## src/rtl/trng_collector.sv

```systemverilog
// trng_collector: warm-up discard, repetition-count health test, von Neumann
// debiasing and MSB-first word packing for the ring-oscillator entropy stream.
module trng_collector #(
  parameter int WORD_WIDTH = 32,
  parameter int WARMUP     = 16,
  parameter int REP_LIMIT  = 32
) (
  input  logic                  clock,
  input  logic                  reset_n,
  input  logic                  enable,
  input  logic                  raw_bit,
  output logic [WORD_WIDTH-1:0] word_data,
  output logic                  word_valid,
  input  logic                  word_ready,
  output logic                  health_alarm,
  input  logic                  clear_alarm
);

  localparam int WARM_W = $clog2(WARMUP + 1);
  localparam int REP_W  = $clog2(REP_LIMIT + 1);
  localparam int CNT_W  = $clog2(WORD_WIDTH);

  localparam logic [WARM_W-1:0] WARM_LAST = WARM_W'(WARMUP - 1);
  localparam logic [REP_W-1:0]  REP_MAX   = REP_W'(REP_LIMIT);
  localparam logic [CNT_W-1:0]  CNT_LAST  = CNT_W'(WORD_WIDTH - 1);

  typedef enum logic [1:0] {
    ST_IDLE,
    ST_WARMUP,
    ST_RUN,
    ST_ALARM
  } state_t;

  state_t state, state_next;

  logic [WARM_W-1:0]     warm_cnt;
  logic [REP_W-1:0]      rep_cnt;
  logic [REP_W-1:0]      rep_next;
  logic                  prev_bit;
  logic                  pair_second;
  logic                  pair_first;
  logic [WORD_WIDTH-1:0] pack_shift;
  logic [CNT_W-1:0]      pack_cnt;
  logic                  packer_full;

  logic                  rep_trip;
  logic                  sampling;
  logic                  emit;
  logic                  transfer;
  logic                  out_free;
  logic                  load_full;
  logic                  load_new;
  logic [WORD_WIDTH-1:0] pack_word;

  // rep_cnt of zero marks the first RUN sample, which always starts a new run.
  always_comb begin
    rep_next  = REP_W'(1);
    if (rep_cnt != '0 && raw_bit == prev_bit) begin
      rep_next = rep_cnt + REP_W'(1);
    end
    rep_trip  = (state == ST_RUN) && (rep_next == REP_MAX);
    sampling  = (state == ST_RUN) && enable && !rep_trip;
    emit      = sampling && pair_second && (pair_first != raw_bit);
    transfer  = word_valid && word_ready;
    out_free  = !word_valid || word_ready;
    pack_word = {pack_shift[WORD_WIDTH-2:0], pair_first};
    load_full = sampling && packer_full && transfer;
    load_new  = emit && !packer_full && (pack_cnt == CNT_LAST) && out_free;
  end

  always_comb begin
    state_next = state;
    case (state)
      ST_IDLE:   if (enable) state_next = ST_WARMUP;
      ST_WARMUP: begin
        if (!enable) begin
          state_next = ST_IDLE;
        end else if (warm_cnt == WARM_LAST) begin
          state_next = ST_RUN;
        end
      end
      ST_RUN: begin
        if (rep_trip) begin
          state_next = ST_ALARM;
        end else if (!enable) begin
          state_next = ST_IDLE;
        end
      end
      ST_ALARM:  if (clear_alarm) state_next = ST_IDLE;
      default:   state_next = ST_IDLE;
    endcase
  end

  always_ff @(posedge clock or negedge reset_n) begin
    if (!reset_n) begin
      state <= ST_IDLE;
    end else begin
      state <= state_next;
    end
  end

  always_ff @(posedge clock or negedge reset_n) begin
    if (!reset_n) begin
      warm_cnt     <= '0;
      rep_cnt      <= '0;
      prev_bit     <= 1'b0;
      pair_second  <= 1'b0;
      pair_first   <= 1'b0;
      pack_shift   <= '0;
      pack_cnt     <= '0;
      packer_full  <= 1'b0;
      word_data    <= '0;
      word_valid   <= 1'b0;
      health_alarm <= 1'b0;
    end else begin
      warm_cnt <= (state == ST_WARMUP && state_next == ST_WARMUP) ? warm_cnt + WARM_W'(1) : '0;

      if (rep_trip) begin
        health_alarm <= 1'b1;
      end else if (state == ST_ALARM && clear_alarm) begin
        health_alarm <= 1'b0;
      end

      if (sampling) begin
        prev_bit    <= raw_bit;
        rep_cnt     <= rep_next;
        pair_second <= !pair_second;
        if (!pair_second) pair_first <= raw_bit;
      end else begin
        rep_cnt     <= '0;
        pair_second <= 1'b0;
      end

      if (load_full) begin
        word_data <= pack_shift;
      end else if (load_new) begin
        word_data <= pack_word;
      end

      if (rep_trip) begin
        word_valid <= 1'b0;
      end else if (load_full || load_new) begin
        word_valid <= 1'b1;
      end else if (transfer) begin
        word_valid <= 1'b0;
      end

      // A completed word parks in the packer only when the output register is busy.
      if (!sampling || load_full) begin
        pack_shift  <= '0;
        pack_cnt    <= '0;
        packer_full <= 1'b0;
      end else if (emit && !packer_full) begin
        if (pack_cnt == CNT_LAST) begin
          pack_cnt    <= '0;
          pack_shift  <= load_new ? '0 : pack_word;
          packer_full <= !load_new;
        end else begin
          pack_shift <= pack_word;
          pack_cnt   <= pack_cnt + CNT_W'(1);
        end
      end
    end
  end

endmodule

```

## config.mk

```make
export PLATFORM = sky130hd
export DESIGN_NAME = trng_collector
export DESIGN_NICKNAME = d
export VERILOG_FILES = /design/src/rtl/trng_collector.sv
export SDC_FILE = /design/constraint.sdc
export NUM_CORES = 1
export LEC_CHECK = 0
export CAP_MARGIN = 30
export CORE_MARGIN = 2
export CORE_UTILIZATION = 55
export DETAILED_ROUTE_END_ITERATION = 8
export PLACE_DENSITY = 0.75
export SETUP_SLACK_MARGIN = 0.1
export SYNTH_ARGS = -nofsm -noshare
export SYNTH_HDL_FRONTEND = slang
export SYNTH_SLANG_ARGS = --single-unit
```

## constraint.sdc

```tcl
create_clock -name clock -period 6.7 [get_ports clock]
set_input_delay 1.34 -clock clock [delete_from_list [all_inputs] [get_ports clock]]
set_output_delay 1.34 -clock clock [all_outputs]
set_load 0.05 [all_outputs]
```

==> flow_metrics.env, run 1 <==
export IMPL_grt_util_all_layers=0.233
export IMPL_stdcell_area_sq_mm=0.00462
export IMPL_initial_core_util=0.574
export IMPL_powerDensity_mw_per_mm2=218
export IMPL_num_rows=30
export IMPL_drc_errors=0
export IMPL_rsz0062_at_grt="false"
export IMPL_drt_wl_total_um=8210
export IMPL_clk_pin_slew_worst_paths_ns=0.08
export IMPL_status="finished, final reports clean"
export IMPL_drtAntennaViolNets=0
export IMPL_drv_slew=0
export IMPL_synth_seq_area_share=0.561
export IMPL_post_route_period_util=0.449
export IMPL_die_x_um=88.5
export IMPL_ys_types=37
export IMPL_core_sq_mm=0.00683
export IMPL_synth_area_per_cell_sq_um=10.2
export IMPL_hold_buffers=0
export IMPL_critPathKind="primary input to flip-flop"
export IMPL_h_tree_depth=3
export IMPL_cts_tree="done"
export IMPL_endpoint_kind="flip-flop"
export IMPL_required_ns=6.96
export IMPL_fin_skew_ns=0.0109
export IMPL_syn_inst=385
export IMPL_via_per_inst=6.01
export IMPL_top_usage_layer="met2"
export IMPL_overflow=0
export IMPL_ioPinCount=40
export IMPL_dieArea_sq_mm=0.00783
export IMPL_wl_per_cell_um=16.1
export IMPL_cts_repair_resized=0
export IMPL_crit_slowest_cell="clkdlybuf4s50_1"
export IMPL_dpl_cell_area_sq_mm=0.00438
export IMPL_clock_latency_ns=0.35
export IMPL_total_leakage_power_nw=1.94
export IMPL_max_freq_ghz=0.332
export IMPL_antenna_cells=0
export IMPL_syn2layout_area_growth_pct=17.6
export IMPL_drtIter0Drc=292
export IMPL_crit_chain="clkdlybuf4s50_1, nand3b_1, a21o_1, a31oi_2, buf_4, a2bb2oi_1"
export IMPL_cts_made_buffers=9
export IMPL_syn_num_nets=397
export IMPL_post_cts_setup_buffers=0
export IMPL_hpwlAfterDp_um=4880
export IMPL_synth_edf_count=0
export IMPL_grt_pass1_vias=2919
export IMPL_firstDrtPassIters=4
export IMPL_async_reset_ff_frac=1.00
export IMPL_layout_drive_gt1_share=0.0749
export IMPL_start_kind="primary input"
export IMPL_arrival_ns=3.27
export IMPL_ys_seq_elements=88
export IMPL_maxSlewHeadroom=0.444
export IMPL_critical_path_max_fanout=32
export IMPL_cts_max_path_buffers=2
export IMPL_worstMarginPinSlew_ns=0.832
export IMPL_hold_viol=0
export IMPL_dp_slack_ns=3.34
export IMPL_die_height_um=88.5
export IMPL_setup_viol=0
export IMPL_fillCellCount=551
export IMPL_met1_usage=0.339
export IMPL_grt_max_degree=58
export IMPL_synth_area_sq_mm=0.00392
export IMPL_routabilityCongestion=0.868
export IMPL_min_path_type="flip-flop to flip-flop"
export IMPL_vias=3066
export IMPL_ys_flop_type="dfrtp_1"
export IMPL_use_met2=0.355
export IMPL_fin_ws_ns=3.69
export IMPL_cts_root_buf="clkbuf_8"
export IMPL_antenna_found_initial=0
export IMPL_nNetsFinal=422
export IMPL_tns_ns=0
export IMPL_drv_cap=0
export IMPL_slowest_delay_ns=0.53
export IMPL_port_buffers=39
export IMPL_vdd_drop_max_uv=133
export IMPL_cts_sinks=88
export IMPL_grt_pass1_wl_um=14100
export IMPL_met3_usage=0.0308
export IMPL_fin_crit_ns=3.01
export IMPL_ys_warn_count=0
-- metal layers --
metal	wire length, um	up-vias
met5	0	-
met4	129	0
met3	200	11
li1	-	1454
met1	4120	1542
met2	3760	59
-- synthesized netlist by cell type, types with 2 or more instances --
library cell  count  area, sq um
dfrtp_1          88         2200
inv_1             6         22.5
nor4_1            5         31.3
buf_4             3         22.5
and2_1            4         25.0
nand3_1          39          195
xor2_1            3         26.3
mux2_2            2         22.5
nand2b_1          4         25.0
a31oi_1           5         31.3
xnor2_1           4         35.0
or3_1             2         12.5
a2bb2oi_1        32          280
nor2_1           11         41.3
and3_1            3         18.8
nor2b_1           2         12.5
a21oi_1          39          195
nor3_1            2         10.0
clkbuf_1         22         82.6
o22ai_1          32          200
buf_2             7         35.0
nand2_1          46          173
ha_1              6         75.1
o21ai_0           5         25.0
-- critical path: cells and delay by family --
kind            cells  cell delay, ns
buf+inv             2            0.90
compound gates      3            0.68
simple gates        1            0.35
-- through the flow --
stage                     cells   util  hold slack (ns)  power [mW]
after CTS                   510  0.676            0.464        1.01
after detailed placement    495  0.642            0.447       0.589
final                       510  0.676            0.468        1.01
after global placement      494  0.638            0.445       0.588
after floorplan             385      -            0.411       0.571
after global routing        510  0.676            0.488        1.05
-- sequential cells by signal (all words and copies together), names as in the netlist --
signal and cells:
pack_shift 32, health_alarm 1, pack_cnt 5, word_data 32, word_valid 1, rep_cnt 6
pair_first 1, prev_bit 1, packer_full 1, warm_cnt 5, pair_second 1, state 2
-- path summary, 6_finish.rpt --
path	startpoint	end	slack [ns]	depth (start not counted)
setup / recovery	enable	word_data[2]	3.69	6
hold / removal	warm_cnt[0]	warm_cnt[0]	0.47	1
setup reg to reg	rep_cnt[0]	pack_shift[0]	4.03	6
hold reg to reg	warm_cnt[0]	warm_cnt[0]	0.47	1
max in group asynchronous	reset_n	pack_shift[30]	4.73	2
min in group asynchronous	reset_n	health_alarm	0.91	1
-- placed cells by master, fill, tap and decap left out, types with 2 or more instances in the layout --
cell	synthesis	final
buf_4	3	8
and2_1	4	4
o21ai_0	5	5
and3_1	3	3
clkbuf_8	0	9
o22ai_1	32	32
dfrtp_1	88	88
clkinv_2	0	2
nand3_1	39	39
xnor2_1	4	4
nand2b_1	4	4
bufinv_16	0	3
clkdlybuf4s50_1	0	38
inv_1	6	6
nor2_1	11	11
nand2_1	46	46
a31oi_2	0	2
xor2_1	3	3
nor4_1	5	5
a21oi_1	39	39
nor3_1	2	2
a31oi_1	5	3
a2bb2oi_1	32	32
ha_1	6	6
or3_1	2	2
mux2_2	2	2
-- final cells by class --
| type | instances | area, sq um | area share |
|---|---|---|---|
| Multi-Input combinational cell | 258 | 1570 | 0.340 |
| Clock inverter | 6 | 109 | 0.0236 |
| Timing Repair Buffer | 47 | 468 | 0.101 |
| Tap cell | 96 | 120 | 0.0260 |
| Inverter | 6 | 22.5 | 0.00488 |
| Sequential cell | 88 | 2200 | 0.477 |
| Clock buffer | 9 | 124 | 0.0268 |
-- report_power, final --
part / leakage (nW) / internal, mW / switching [mW]
Sequential: 1.23 / 0.537 / 0.00738
Combinational: 0.598 / 0.0123 / 0.0215
Clock: 0.119 / 0.245 / 0.183
-- kinds of logic after synthesis --
group                      Yosys count  share of synthesized area
adders and majority gates            6                     0.0191
and+or+nand+nor                    122                      0.147
buffers and inverters               39                     0.0427
xor gates and xnor gates             7                     0.0156
muxes                                2                    0.00574
AOI/OAI and AO/OA                  121                      0.209
DFF                                 88                      0.561
Power figures use the tool's default switching activity.
==> inputs of run 2 (changes only) <==
==> constraint.sdc (replaced) <==
create_clock -name clock -period 2.8 [get_ports clock]
set_input_delay 0.56 -clock clock [delete_from_list [all_inputs] [get_ports clock]]
set_output_delay 0.56 -clock clock [all_outputs]
set_load 0.05 [all_outputs]
==> run 2 against run 1 <==
  * Worst setup slack worse by 3.2 ns
  * Sequential power up 140%
  * Combinational power rose to 2.5 times the previous value
  * Total power up 140%
  * Non-clock buffer count up 10
  * Die area unchanged
  * Critical path depth unchanged
  * Clock skew down 0.0014 ns
==> flow_metrics.env, run 2 (synthesized netlist as in run 1, its figures left out) <==
export IMPL_status="finished, final reports clean"
export IMPL_setup_viol=0
export IMPL_drtIter0Drc=187
export IMPL_cts_made_buffers=9
export IMPL_via_per_inst=6.01
export IMPL_fin_ws_ns=0.445
export IMPL_grt_util_all_layers=0.231
export IMPL_total_leakage_power_nw=1.98
export IMPL_cts_sinks=88
export IMPL_hpwlAfterDp_um=5330
export IMPL_initial_core_util=0.574
export IMPL_critical_path_max_fanout=30
export IMPL_max_freq_ghz=0.425
export IMPL_overflow=0
export IMPL_endpoint_kind="flip-flop"
export IMPL_die_height_um=88.5
export IMPL_cts_max_path_buffers=2
export IMPL_fin_skew_ns=0.00949
export IMPL_vdd_drop_max_uv=319
export IMPL_worstMarginPinSlew_ns=0.567
export IMPL_layout_drive_gt1_share=0.0941
export IMPL_start_kind="flip-flop"
export IMPL_fillCellCount=533
export IMPL_required_ns=3.02
export IMPL_drv_cap=0
export IMPL_ioPinCount=40
export IMPL_post_route_period_util=0.841
export IMPL_hold_buffers=0
export IMPL_grt_pass1_wl_um=14300
export IMPL_routabilityCongestion=0.761
export IMPL_drv_slew=0
export IMPL_rr_endpoint="pack_shift[16]"
export IMPL_clock_latency_ns=0.34
export IMPL_cts_tree="done"
export IMPL_fin_crit_ns=2.36
export IMPL_tns_ns=0
export IMPL_dieArea_sq_mm=0.00783
export IMPL_antenna_cells=0
export IMPL_drc_errors=0
export IMPL_fin_util=0.685
export IMPL_die_x_um=88.5
export IMPL_h_tree_depth=3
export IMPL_critPathKind="flip-flop to flip-flop"
export IMPL_reg2reg_from="rep_cnt[0]"
export IMPL_dp_slack_ns=0.376
export IMPL_firstDrtPassIters=5
export IMPL_ff2ff_path_depth=6
export IMPL_core_sq_mm=0.00683
export IMPL_final_common_cell="dfrtp_1"
export IMPL_clk_pin_slew_worst_paths_ns=0.08
export IMPL_power_mw=2.44
export IMPL_antenna_found_initial=0
export IMPL_drtAntennaViolNets=0
export IMPL_nNetsFinal=432
export IMPL_cts_repair_resized=0
export IMPL_port_buffers=39
export IMPL_post_cts_setup_buffers=0
export IMPL_reg2reg_slack_ns=0.44
export IMPL_min_path_type="primary input to async pin"
export IMPL_syn2layout_area_growth_pct=19.3
export IMPL_final_cell_mix="88 x dfrtp_1, 46 x nand2_1, 39 x a21oi_1, 39 x nand3_1, 38 x clkdlybuf4s50_1"
export IMPL_num_rows=30
export IMPL_hold_viol=0
export IMPL_arrival_ns=2.58
export IMPL_cts_root_buf="clkbuf_8"
export IMPL_wl_per_cell_um=16.0
export IMPL_powerDensity_mw_per_mm2=520
export IMPL_rsz0062_at_grt="false"
export IMPL_reg_top3="pack_shift (32), word_data (32), rep_cnt (6)"
export IMPL_grt_pass1_vias=3052
export IMPL_drt_wl_total_um=8350
export IMPL_grt_max_degree=45
export IMPL_vias=3133
export IMPL_maxSlewHeadroom=0.622
## run 2: cell count changes in the layout (fill, tap and decap cells not counted), sizes merged
cell	change
buf	+10
clkbuf	+2
clkinv	-1
## run 2: critical path, stage by stage (launching register included)
cell and delay, ns:
dfrtp_1 0.45, nand3_1 0.14, or3_1 0.39, a2111oi_4 0.56, a311o_1 0.28, buf_4 0.32
a21oi_1 0.09
## run 2: worst max path at each step
stage                           start             end  slack, ns  cells after the start
after global placement         enable   word_data[14]       0.42                      6
after detailed placement       enable   word_data[25]       0.38                      6
final                      rep_cnt[0]  pack_shift[16]       0.44                      6
after CTS                  rep_cnt[0]  pack_shift[16]       0.45                      6
after floorplan           pack_cnt[0]   word_data[10]       0.63                      9
after global routing       rep_cnt[0]  pack_shift[27]       0.26                      6
## run 2: metrics by stage
| stage | hold WS (ns) | cells | area [sq um] |
|---|---|---|---|
| floorplan | 0.264 | 385 | 3920 |
| global placement | 0.445 | 505 | 4440 |
| detailed placement | 0.450 | 505 | 4440 |
| CTS | 0.216 | 521 | 4680 |
| global route | 0.234 | 521 | 4680 |
| finish | 0.197 | 521 | 4680 |
## run 2: power breakdown
group | internal (mW) | total [mW] | switching (mW)
logic | 0.0316 | 0.0848 | 0.0532
clock network | 0.618 | 1.05 | 0.430
registers | 1.28 | 1.30 | 0.0185
## run 2: layout make-up
type	instances	area, sq um	area share
Timing Repair Buffer	57	523	0.112
Sequential cell	88	2200	0.470
Clock buffer	11	141	0.0302
Clock inverter	5	104	0.0222
Multi-Input combinational cell	258	1570	0.335
Tap cell	96	120	0.0257
Inverter	6	22.5	0.00481
## run 2: routing by layer
layer,wire [um],up-vias,global-route usage
met5,0,-,0
met4,65,0,0.0785
li1,-,1490,-
met2,3890,74,0.357
met3,326,7,0.0299
met1,4060,1562,0.340
